--- src/rtl/vga_glyph_pkg.sv ---
// Shared geometry, derived decode points and clear-engine state type for the
// glyph display text RAM arbiter.
package vga_glyph_pkg;

  localparam int unsigned H_START  = 160;
  localparam int unsigned H_ACTIVE = 640;
  localparam int unsigned V_ACTIVE = 480;
  localparam int unsigned CELL     = 8;
  localparam int unsigned COLS     = H_ACTIVE / CELL;
  localparam int unsigned ROWS     = V_ACTIVE / CELL;
  localparam int unsigned CELLS    = COLS * ROWS;
  localparam int unsigned ADDR_W   = 13;

  localparam logic [7:0] CLR_CHAR = 8'h20;

  // A cell is fetched one cell ahead of the beam and shown on its own boundary.
  localparam logic [9:0] FETCH_H_FIRST = 10'(H_START - CELL);
  localparam logic [9:0] FETCH_H_LAST  = 10'(H_START - CELL + CELL * (COLS - 1));
  localparam logic [9:0] LOAD_H_FIRST  = 10'(H_START);
  localparam logic [9:0] LOAD_H_LAST   = 10'(H_START + CELL * (COLS - 1));

  typedef enum logic [0:0] {
    StIdle,
    StClear
  } clr_state_e;

endpackage

--- src/rtl/glyph_ram_arbiter_if.sv ---
// Host command bus of the glyph RAM arbiter.
//   hst_valid/hst_ready : request handshake (valid must not wait on ready)
//   hst_we/addr/wdata   : command
//   hst_rvalid/hst_rdata: read response, one cycle after acceptance
interface glyph_ram_arbiter_if;
  import vga_glyph_pkg::*;

  logic              hst_valid;
  logic              hst_ready;
  logic              hst_we;
  logic [ADDR_W-1:0] hst_addr;
  logic [7:0]        hst_wdata;
  logic              hst_rvalid;
  logic [7:0]        hst_rdata;

  modport master (
    output hst_valid, hst_we, hst_addr, hst_wdata,
    input  hst_ready, hst_rvalid, hst_rdata
  );

  modport slave (
    input  hst_valid, hst_we, hst_addr, hst_wdata,
    output hst_ready, hst_rvalid, hst_rdata
  );

endinterface

--- src/rtl/text_addr_gen.sv ---
// Display fetch sequencer. Decodes the pixel counters into a one-cycle fetch
// request one cell ahead of the beam and produces the text RAM address from a
// running row base plus column counter (no multiplier).
//   pix_ce/hcount/vcount : VGA timing inputs
//   fetch_req/fetch_addr : display read request and address
//   cell_load            : cell boundary, move staged code to the renderer
module text_addr_gen
  import vga_glyph_pkg::*;
(
  input  logic              clk,
  input  logic              rst_n,
  input  logic              pix_ce,
  input  logic [9:0]        hcount,
  input  logic [9:0]        vcount,
  output logic              fetch_req,
  output logic [ADDR_W-1:0] fetch_addr,
  output logic              cell_load
);

  logic [ADDR_W-1:0] row_base_q, row_base_d, row_base_now;
  logic [6:0]        col_q, col_d, col_now;
  logic              active_line;

  always_comb begin
    active_line = pix_ce && (vcount < 10'(V_ACTIVE));
    fetch_req   = active_line && (hcount >= FETCH_H_FIRST) && (hcount <= FETCH_H_LAST) &&
                  (hcount[2:0] == 3'd0);
    cell_load   = active_line && (hcount >= LOAD_H_FIRST) && (hcount <= LOAD_H_LAST) &&
                  (hcount[2:0] == 3'd0);

    // The first fetch of a line picks the row base for the whole line: restart
    // at the top of the frame, step one text row on each new glyph row.
    row_base_now = row_base_q;
    col_now      = col_q;
    if (hcount == FETCH_H_FIRST) begin
      col_now = '0;
      if (vcount == '0) begin
        row_base_now = '0;
      end else if (vcount[2:0] == 3'd0) begin
        row_base_now = row_base_q + ADDR_W'(COLS);
      end
    end
    fetch_addr = row_base_now + ADDR_W'(col_now);

    row_base_d = row_base_q;
    col_d      = col_q;
    if (fetch_req) begin
      row_base_d = row_base_now;
      col_d      = col_now + 7'd1;
    end
  end

  always_ff @(posedge clk or negedge rst_n) begin
    if (!rst_n) begin
      row_base_q <= '0;
      col_q      <= '0;
    end else begin
      row_base_q <= row_base_d;
      col_q      <= col_d;
    end
  end

endmodule

--- src/rtl/glyph_ram_arbiter.sv ---
// Shares the single-port text RAM between display fetch (highest priority),
// the clear-screen engine and the host port, and delivers each cell's
// character code to the glyph renderer on the cell boundary.
//   clk/rst_n             : clock, async active-low reset
//   pix_ce/hcount/vcount  : VGA timing inputs
//   ram_*                 : RAM port (read data valid the cycle after address)
//   char_code/glyph_row   : renderer outputs
//   hst                   : host command bus
//   clr_start/clr_busy    : clear-screen control
//   err_oob               : sticky out-of-range host address flag
module glyph_ram_arbiter
  import vga_glyph_pkg::*;
(
  input  logic                clk,
  input  logic                rst_n,
  input  logic                pix_ce,
  input  logic [9:0]          hcount,
  input  logic [9:0]          vcount,
  output logic [ADDR_W-1:0]   ram_addr,
  output logic                ram_we,
  output logic [7:0]          ram_wdata,
  input  logic [7:0]          ram_rdata,
  output logic [7:0]          char_code,
  output logic [2:0]          glyph_row,
  glyph_ram_arbiter_if.slave  hst,
  input  logic                clr_start,
  output logic                clr_busy,
  output logic                err_oob
);

  logic              fetch_req, cell_load;
  logic [ADDR_W-1:0] fetch_addr;

  text_addr_gen u_addr_gen (
    .clk       (clk),
    .rst_n     (rst_n),
    .pix_ce    (pix_ce),
    .hcount    (hcount),
    .vcount    (vcount),
    .fetch_req (fetch_req),
    .fetch_addr(fetch_addr),
    .cell_load (cell_load)
  );

  clr_state_e        state_q, state_d;
  logic [ADDR_W-1:0] clr_addr_q, clr_addr_d;
  logic [ADDR_W-1:0] last_addr_q, last_addr_d;
  logic [7:0]        stage_q, stage_d;
  logic [7:0]        char_q, char_d;
  logic [2:0]        row_q, row_d;
  logic              fetch_pend_q, fetch_pend_d;
  logic              hrd_pend_q, hrd_pend_d;
  logic              hrd_oob_q, hrd_oob_d;
  logic              err_q, err_d;
  logic              host_acc, host_oob, clr_write;

  always_comb begin
    hst.hst_ready = !fetch_req && (state_q == StIdle);
    host_acc      = hst.hst_valid && hst.hst_ready;
    host_oob      = hst.hst_addr >= ADDR_W'(CELLS);
    clr_write     = (state_q == StClear) && !fetch_req;

    // RAM port mux; the address holds when nobody owns the port.
    ram_addr  = last_addr_q;
    ram_we    = 1'b0;
    ram_wdata = 8'h00;
    if (fetch_req) begin
      ram_addr = fetch_addr;
    end else if (clr_write) begin
      ram_addr  = clr_addr_q;
      ram_we    = 1'b1;
      ram_wdata = CLR_CHAR;
    end else if (host_acc && !host_oob) begin
      ram_addr  = hst.hst_addr;
      ram_we    = hst.hst_we;
      ram_wdata = hst.hst_we ? hst.hst_wdata : 8'h00;
    end
    last_addr_d = ram_addr;

    state_d    = state_q;
    clr_addr_d = clr_addr_q;
    case (state_q)
      StIdle: begin
        if (clr_start) begin
          state_d    = StClear;
          clr_addr_d = '0;
        end
      end
      StClear: begin
        if (clr_write) begin
          if (clr_addr_q == ADDR_W'(CELLS - 1)) begin
            state_d    = StIdle;
            clr_addr_d = '0;
          end else begin
            clr_addr_d = clr_addr_q + ADDR_W'(1);
          end
        end
      end
      default: state_d = StIdle;
    endcase

    err_d        = err_q || (host_acc && host_oob);
    fetch_pend_d = fetch_req;
    hrd_pend_d   = host_acc && !hst.hst_we;
    hrd_oob_d    = host_acc && !hst.hst_we && host_oob;

    stage_d = fetch_pend_q ? ram_rdata : stage_q;
    char_d  = char_q;
    row_d   = row_q;
    if (cell_load) begin
      char_d = stage_q;
      row_d  = vcount[2:0];
    end
  end

  always_ff @(posedge clk or negedge rst_n) begin
    if (!rst_n) begin
      state_q      <= StIdle;
      clr_addr_q   <= '0;
      last_addr_q  <= '0;
      stage_q      <= '0;
      char_q       <= '0;
      row_q        <= '0;
      fetch_pend_q <= 1'b0;
      hrd_pend_q   <= 1'b0;
      hrd_oob_q    <= 1'b0;
      err_q        <= 1'b0;
    end else begin
      state_q      <= state_d;
      clr_addr_q   <= clr_addr_d;
      last_addr_q  <= last_addr_d;
      stage_q      <= stage_d;
      char_q       <= char_d;
      row_q        <= row_d;
      fetch_pend_q <= fetch_pend_d;
      hrd_pend_q   <= hrd_pend_d;
      hrd_oob_q    <= hrd_oob_d;
      err_q        <= err_d;
    end
  end

  always_comb begin
    char_code      = char_q;
    glyph_row      = row_q;
    clr_busy       = (state_q == StClear);
    err_oob        = err_q;
    hst.hst_rvalid = hrd_pend_q;
    // RAM data arrives this cycle for the read accepted last cycle.
    hst.hst_rdata  = (hrd_pend_q && !hrd_oob_q) ? ram_rdata : 8'h00;
  end

endmodule

--- src/flat_wrapper.sv ---
// flat-port wrapper written by rule: the top's interface ports become plain ports
module glyph_ram_arbiter_flat import vga_glyph_pkg::*;
  (clk, rst_n, pix_ce, hcount, vcount, ram_addr, ram_we, ram_wdata, ram_rdata, char_code, glyph_row, clr_start, clr_busy, err_oob, hst_hst_valid, hst_hst_we, hst_hst_addr, hst_hst_wdata, hst_hst_ready, hst_hst_rvalid, hst_hst_rdata);
  glyph_ram_arbiter_if hst_i ();
  input  logic clk;
  input  logic rst_n;
  input  logic pix_ce;
  input  logic [9:0] hcount;
  input  logic [9:0] vcount;
  output logic [ADDR_W-1:0] ram_addr;
  output logic ram_we;
  output logic [7:0] ram_wdata;
  input  logic [7:0] ram_rdata;
  output logic [7:0] char_code;
  output logic [2:0] glyph_row;
  input  logic clr_start;
  output logic clr_busy;
  output logic err_oob;
  input wire logic [$bits(hst_i.hst_valid)-1:0] hst_hst_valid;
  input wire logic [$bits(hst_i.hst_we)-1:0] hst_hst_we;
  input wire logic [$bits(hst_i.hst_addr)-1:0] hst_hst_addr;
  input wire logic [$bits(hst_i.hst_wdata)-1:0] hst_hst_wdata;
  output wire logic [$bits(hst_i.hst_ready)-1:0] hst_hst_ready;
  output wire logic [$bits(hst_i.hst_rvalid)-1:0] hst_hst_rvalid;
  output wire logic [$bits(hst_i.hst_rdata)-1:0] hst_hst_rdata;
  assign hst_i.hst_valid = hst_hst_valid;
  assign hst_i.hst_we = hst_hst_we;
  assign hst_i.hst_addr = hst_hst_addr;
  assign hst_i.hst_wdata = hst_hst_wdata;
  assign hst_hst_ready = hst_i.hst_ready;
  assign hst_hst_rvalid = hst_i.hst_rvalid;
  assign hst_hst_rdata = hst_i.hst_rdata;
  glyph_ram_arbiter u_core (.clk(clk), .rst_n(rst_n), .pix_ce(pix_ce), .hcount(hcount), .vcount(vcount), .ram_addr(ram_addr), .ram_we(ram_we), .ram_wdata(ram_wdata), .ram_rdata(ram_rdata), .char_code(char_code), .glyph_row(glyph_row), .hst(hst_i), .clr_start(clr_start), .clr_busy(clr_busy), .err_oob(err_oob));
endmodule
--- config.mk ---
export PLATFORM = sky130hd
export DESIGN_NAME = glyph_ram_arbiter_flat
export DESIGN_NICKNAME = d
export VERILOG_FILES = /design/src/rtl/vga_glyph_pkg.sv /design/src/rtl/glyph_ram_arbiter_if.sv /design/src/rtl/text_addr_gen.sv /design/src/rtl/glyph_ram_arbiter.sv /design/src/flat_wrapper.sv
export SDC_FILE = /design/constraint.sdc
export NUM_CORES = 1
export LEC_CHECK = 0
export BUFFER_PORTS_ARGS = -buffer_cell sky130_fd_sc_hd__buf_2
export CORE_AREA = 2 2 103 105
export DETAILED_ROUTE_END_ITERATION = 10
export DIE_AREA = 0 0 105 107
export SLEW_MARGIN = 20
export SYNTH_ARGS = -nofsm -noshare
export SYNTH_HDL_FRONTEND = slang
export SYNTH_HIERARCHICAL = 1
export SYNTH_SLANG_ARGS = --single-unit
--- constraint.sdc ---
create_clock -name clk -period 7.7 [get_ports clk]
set_input_delay 1.54 -clock clk [delete_from_list [all_inputs] [get_ports clk]]
set_output_delay 1.54 -clock clk [all_outputs]
set_load 0.05 [all_outputs]
==> qor.tcl <==
set qor(synth_edf_count) 0
set qor(number_of_warnings_printed_during_yosys_synthesis) 6
set qor(post-dp-hpwl_um) 7330
set qor(layout_commonest_cell) {buf_2}
set qor(hp-class) {reg2reg}
set qor(netlist_instances) 454
set qor(layout.cells.non_filler) 688
set qor(seq_area_frac_synth_pct) 41.5
set qor(static-leakage-power_nw) 2.37
set qor(via_per_inst) 5.33
set qor(post_route_cells_drive_above_1_share_pct) 31.0
set qor(worst_pin_slew_ns) 0.893
set qor(fin_tns_setup_ns) 0
set qor(power_density_mw_per_mm2) 217
set qor(clkTransAtPathRegs_ns) 0.08
set qor(fp.dieH_um) 107
set qor(top_level_ports) 100
set qor(timing.clock.skew_ns) 0.0142
set qor(p_clk_share_pct) 26.3
set qor(maximum_number_of_pins_on_one_net_before_global_route_repair) 71
set qor(total_number_of_nets_in_the_final_design) 613
set qor(ys_ff_latch) 70
set qor(finalWorstPathRequiredPeriod_ns) 6.96
set qor(cts_sinks) 70
set qor(dr.first_iter.drc_count) 150
set qor(wire_length_of_the_first_global_routing_pass_um) 17100
set qor(drt_first_pass_iters) 4
set qor(timing.fmax_ghz) 0.144
set qor(relative_contribution_of_sequential_cells_to_total_power_pct) 45.0
set qor(mappedNetlistNets) 520
set qor(clk_latency_ns) 0.37
set qor(longest_clk_path_bufs) 2
set qor(antenna_violations_before_repair) 0
set qor(post_synth.cell_area_avg_um2) 9.29
set qor(num_rows) 37
set qor(ys_async_sr_fraction_pct) 100
set qor(via_count) 3665
set qor(combPwrFrac_pct) 28.7
set qor(crit_path_max_fanout) 6
set qor(max_slew_margin_pct) 40.4
set qor(floorplan.initialDensity_pct) 41.8
set qor(pint_mw) 0.659
set qor(wirelength_um) 10100
set qor(cts.hold.buffers_added) 0
set qor(drt.antenna.violating_nets) 0
set qor(timing.max_cap.violations) 0
set qor(layout_worst_path_cycle_share_pct) 90.4
set qor(fillerInstances) 973
set qor(cp-end-kind) {primary output}
set qor(power.share.switching_pct) 39.2
set qor(die-area_mm2) 0.0112
set qor(detail_route.drc_violations) 0
set qor(rsz0062_at_grt) {no}
set qor(cts_setup_buffers) 0
set qor(globalRoute.totalOverflow) 0
set qor(layout-area-overhead-vs-synth_pct) 18.2
set qor(cts-buffers-inserted) 9
set qor(worstPathArrival_ns) 5.42
set qor(synth_flop_cell) {dfrtp_1}
set qor(setup-violations-final) 0
set qor(ys_types) 64
set qor(cts_resized) 0
set qor(synth_area_mm2) 0.00422
set qor(fp.dieW_um) 105
set qor(final-max-slew-violation-count) 0
set qor(place_congestion) 0.811
set qor(place_inst) 672
set qor(tritoncts) {done}
set qor(vdd.ir_drop.worst_v) 0.000137
set qor(path_class) {in2out}
set qor(instance_count_along_the_most_critical_hold_path) 1
set qor(average_detailed_routed_wire_length_per_instance_um) 14.7
set qor(r2r.worst_path.cells) 14
set qor(layout_common_cells) {99 x buf_2, 70 x dfrtp_1, 68 x nand2_1}
set qor(timing_hold_violations_final) 0
set qor(critical_path.startpoint_type) {input pin}
set qor(clock_tree.htree_level_count) 3
set qor(grt_pass1_vias) 3477
set qor(floorplan.core_area_mm2) 0.0101
set qor(gr-usage-all-layers_pct) 19.0
set qor(port_buffers) 99
set qor(switchingPower_mw) 0.425
set qor(antenna_cells) 0
set qor(cts_root_buffer) {clkbuf_8}
set qor(worstPathRequired_ns) 6.16
set qor(outcome) {finished, final reports clean}
-- logic make-up (layout without fill, tap and decap cells) --
kind of cell / after synthesis / count (layout) / synth area share [%]
AO/OA/AOI/OAI: 111 / 111 / 17.4
multiplexers: 27 / 27 / 7.15
AND/OR/NAND/NOR: 199 / 199 / 24.8
XOR/XNOR: 11 / 11 / 2.28
flip-flops: 70 / 70 / 41.5
adder cells (fa/ha/maj): 11 / 11 / 3.44
buffers and inverters: 25 / 123 / 3.41
-- flip-flops by register name (all words and copies together) (netlist names) --
name	count
u_core/glyph_row	3
u_core/stage_q	8
u_core/clr_busy	1
u_core/hst.hst_rvalid	1
u_core/err_oob	1
u_core/u_addr_gen/col_q	7
u_core/fetch_pend_q	1
u_core/char_code	8
u_core/hrd_oob_q	1
u_core/last_addr_q	13
u_core/u_addr_gen/row_base_q	13
u_core/clr_addr_q	13
-- per-stage QoR --
step           hold slack, ns  instance area (µm²)  utilization [%]  worst slack (ns)  power, mW
5_1_grt                 0.504                 4990             49.4             0.372       1.15
3_5_place_dp            0.463                 4800             47.6             0.788      0.811
6_report                0.481                 4990             49.4             0.736       1.08
3_3_place_gp            0.459                 4800             47.6             0.915      0.801
4_1_cts                 0.482                 4990             49.4             0.756       1.10
2_1_floorplan           0.444                 4220                -              1.19      0.716
-- cells in the mapped netlist, drive strengths merged (3+ instances only) --
| master | instances | area (µm²) |
|---|---|---|
| nand2 | 68 | 255 |
| o31ai | 7 | 66.3 |
| a22oi | 6 | 45.0 |
| o21ai | 28 | 148 |
| clkbuf | 13 | 80.1 |
| a21o | 6 | 47.6 |
| nor2b | 7 | 43.8 |
| inv | 3 | 11.3 |
| xor2 | 5 | 43.8 |
| xnor2 | 6 | 52.6 |
| a21oi | 28 | 151 |
| nand3 | 20 | 118 |
| nor4 | 5 | 43.8 |
| nand2b | 4 | 25.0 |
| mux2 | 25 | 282 |
| o41ai | 3 | 26.3 |
| a31oi | 5 | 31.3 |
| ha | 10 | 125 |
| and2 | 22 | 141 |
| buf | 9 | 52.6 |
| o21bai | 3 | 22.5 |
| a211oi | 3 | 22.5 |
| and3 | 14 | 96.3 |
| nand4 | 6 | 37.5 |
| nor2 | 30 | 115 |
| o211ai | 13 | 97.6 |
| dfrtp | 70 | 1750 |
| nor3 | 14 | 86.3 |
-- critical path: stages --
cell and delay (ns):
buf_2 0.11, nor4_1 0.51, nand2_1 0.28, nor2_1 0.37, nor2b_1 0.10, ha_1 0.22, fa_1 0.41, a21o_1 0.20
a21oi_1 0.22, nor2b_1 0.09, o31a_1 0.26, nor2_1 0.20, nor4_2 0.09, xor2_1 0.15, nand2_1 0.08, o21ai_0 0.09
a31oi_1 0.15, o21ai_0 0.12, buf_2 0.23
-- power by group through the flow --
| stage | registers (mW) | logic [mW] | clock network [mW] |
|---|---|---|---|
| after floorplan | 0.521 | 0.195 | 0 |
| after global placement | 0.493 | 0.308 | 0 |
| after detailed placement | 0.496 | 0.315 | 0 |
| after CTS | 0.488 | 0.316 | 0.296 |
| after global routing | 0.500 | 0.339 | 0.312 |
| final | 0.488 | 0.311 | 0.285 |
-- worst paths after layout --
| check | startpoint | endpoint | slack, ns |
|---|---|---|---|
| min in group asynchronous | rst_n | u_core/u_addr_gen/row_base_q[6] | 1.37 |
| setup reg to reg | u_core/u_addr_gen/col_q[0] | u_core/last_addr_q[12] | 4.71 |
| hold reg to reg | u_core/u_addr_gen/col_q[6] | u_core/u_addr_gen/col_q[6] | 0.48 |
| setup / recovery | vcount[7] | ram_addr[12] | 0.74 |
| hold / removal | u_core/u_addr_gen/col_q[6] | u_core/u_addr_gen/col_q[6] | 0.48 |
| max in group asynchronous | rst_n | u_core/glyph_row[2] | 5.74 |
-- layer usage --
metal / track usage [%] / part of all wire, %
met5: 0 / 0
met4: 6.86 / 1.7
met3: 3.47 / 4.0
met2: 31.1 / 48
met1: 25.2 / 47
-- final cells by class --
cell class	instances	area (µm²)	area share [%]
Timing Repair Buffer	104	533	10.7
Clock inverter	7	61.3	1.23
Clock buffer	9	124	2.48
Tap cell	136	170	3.41
Multi-Input combinational cell	359	2330	46.8
Inverter	3	11.3	0.226
Sequential cell	70	1750	35.1
(Power assumes the default switching activity.)
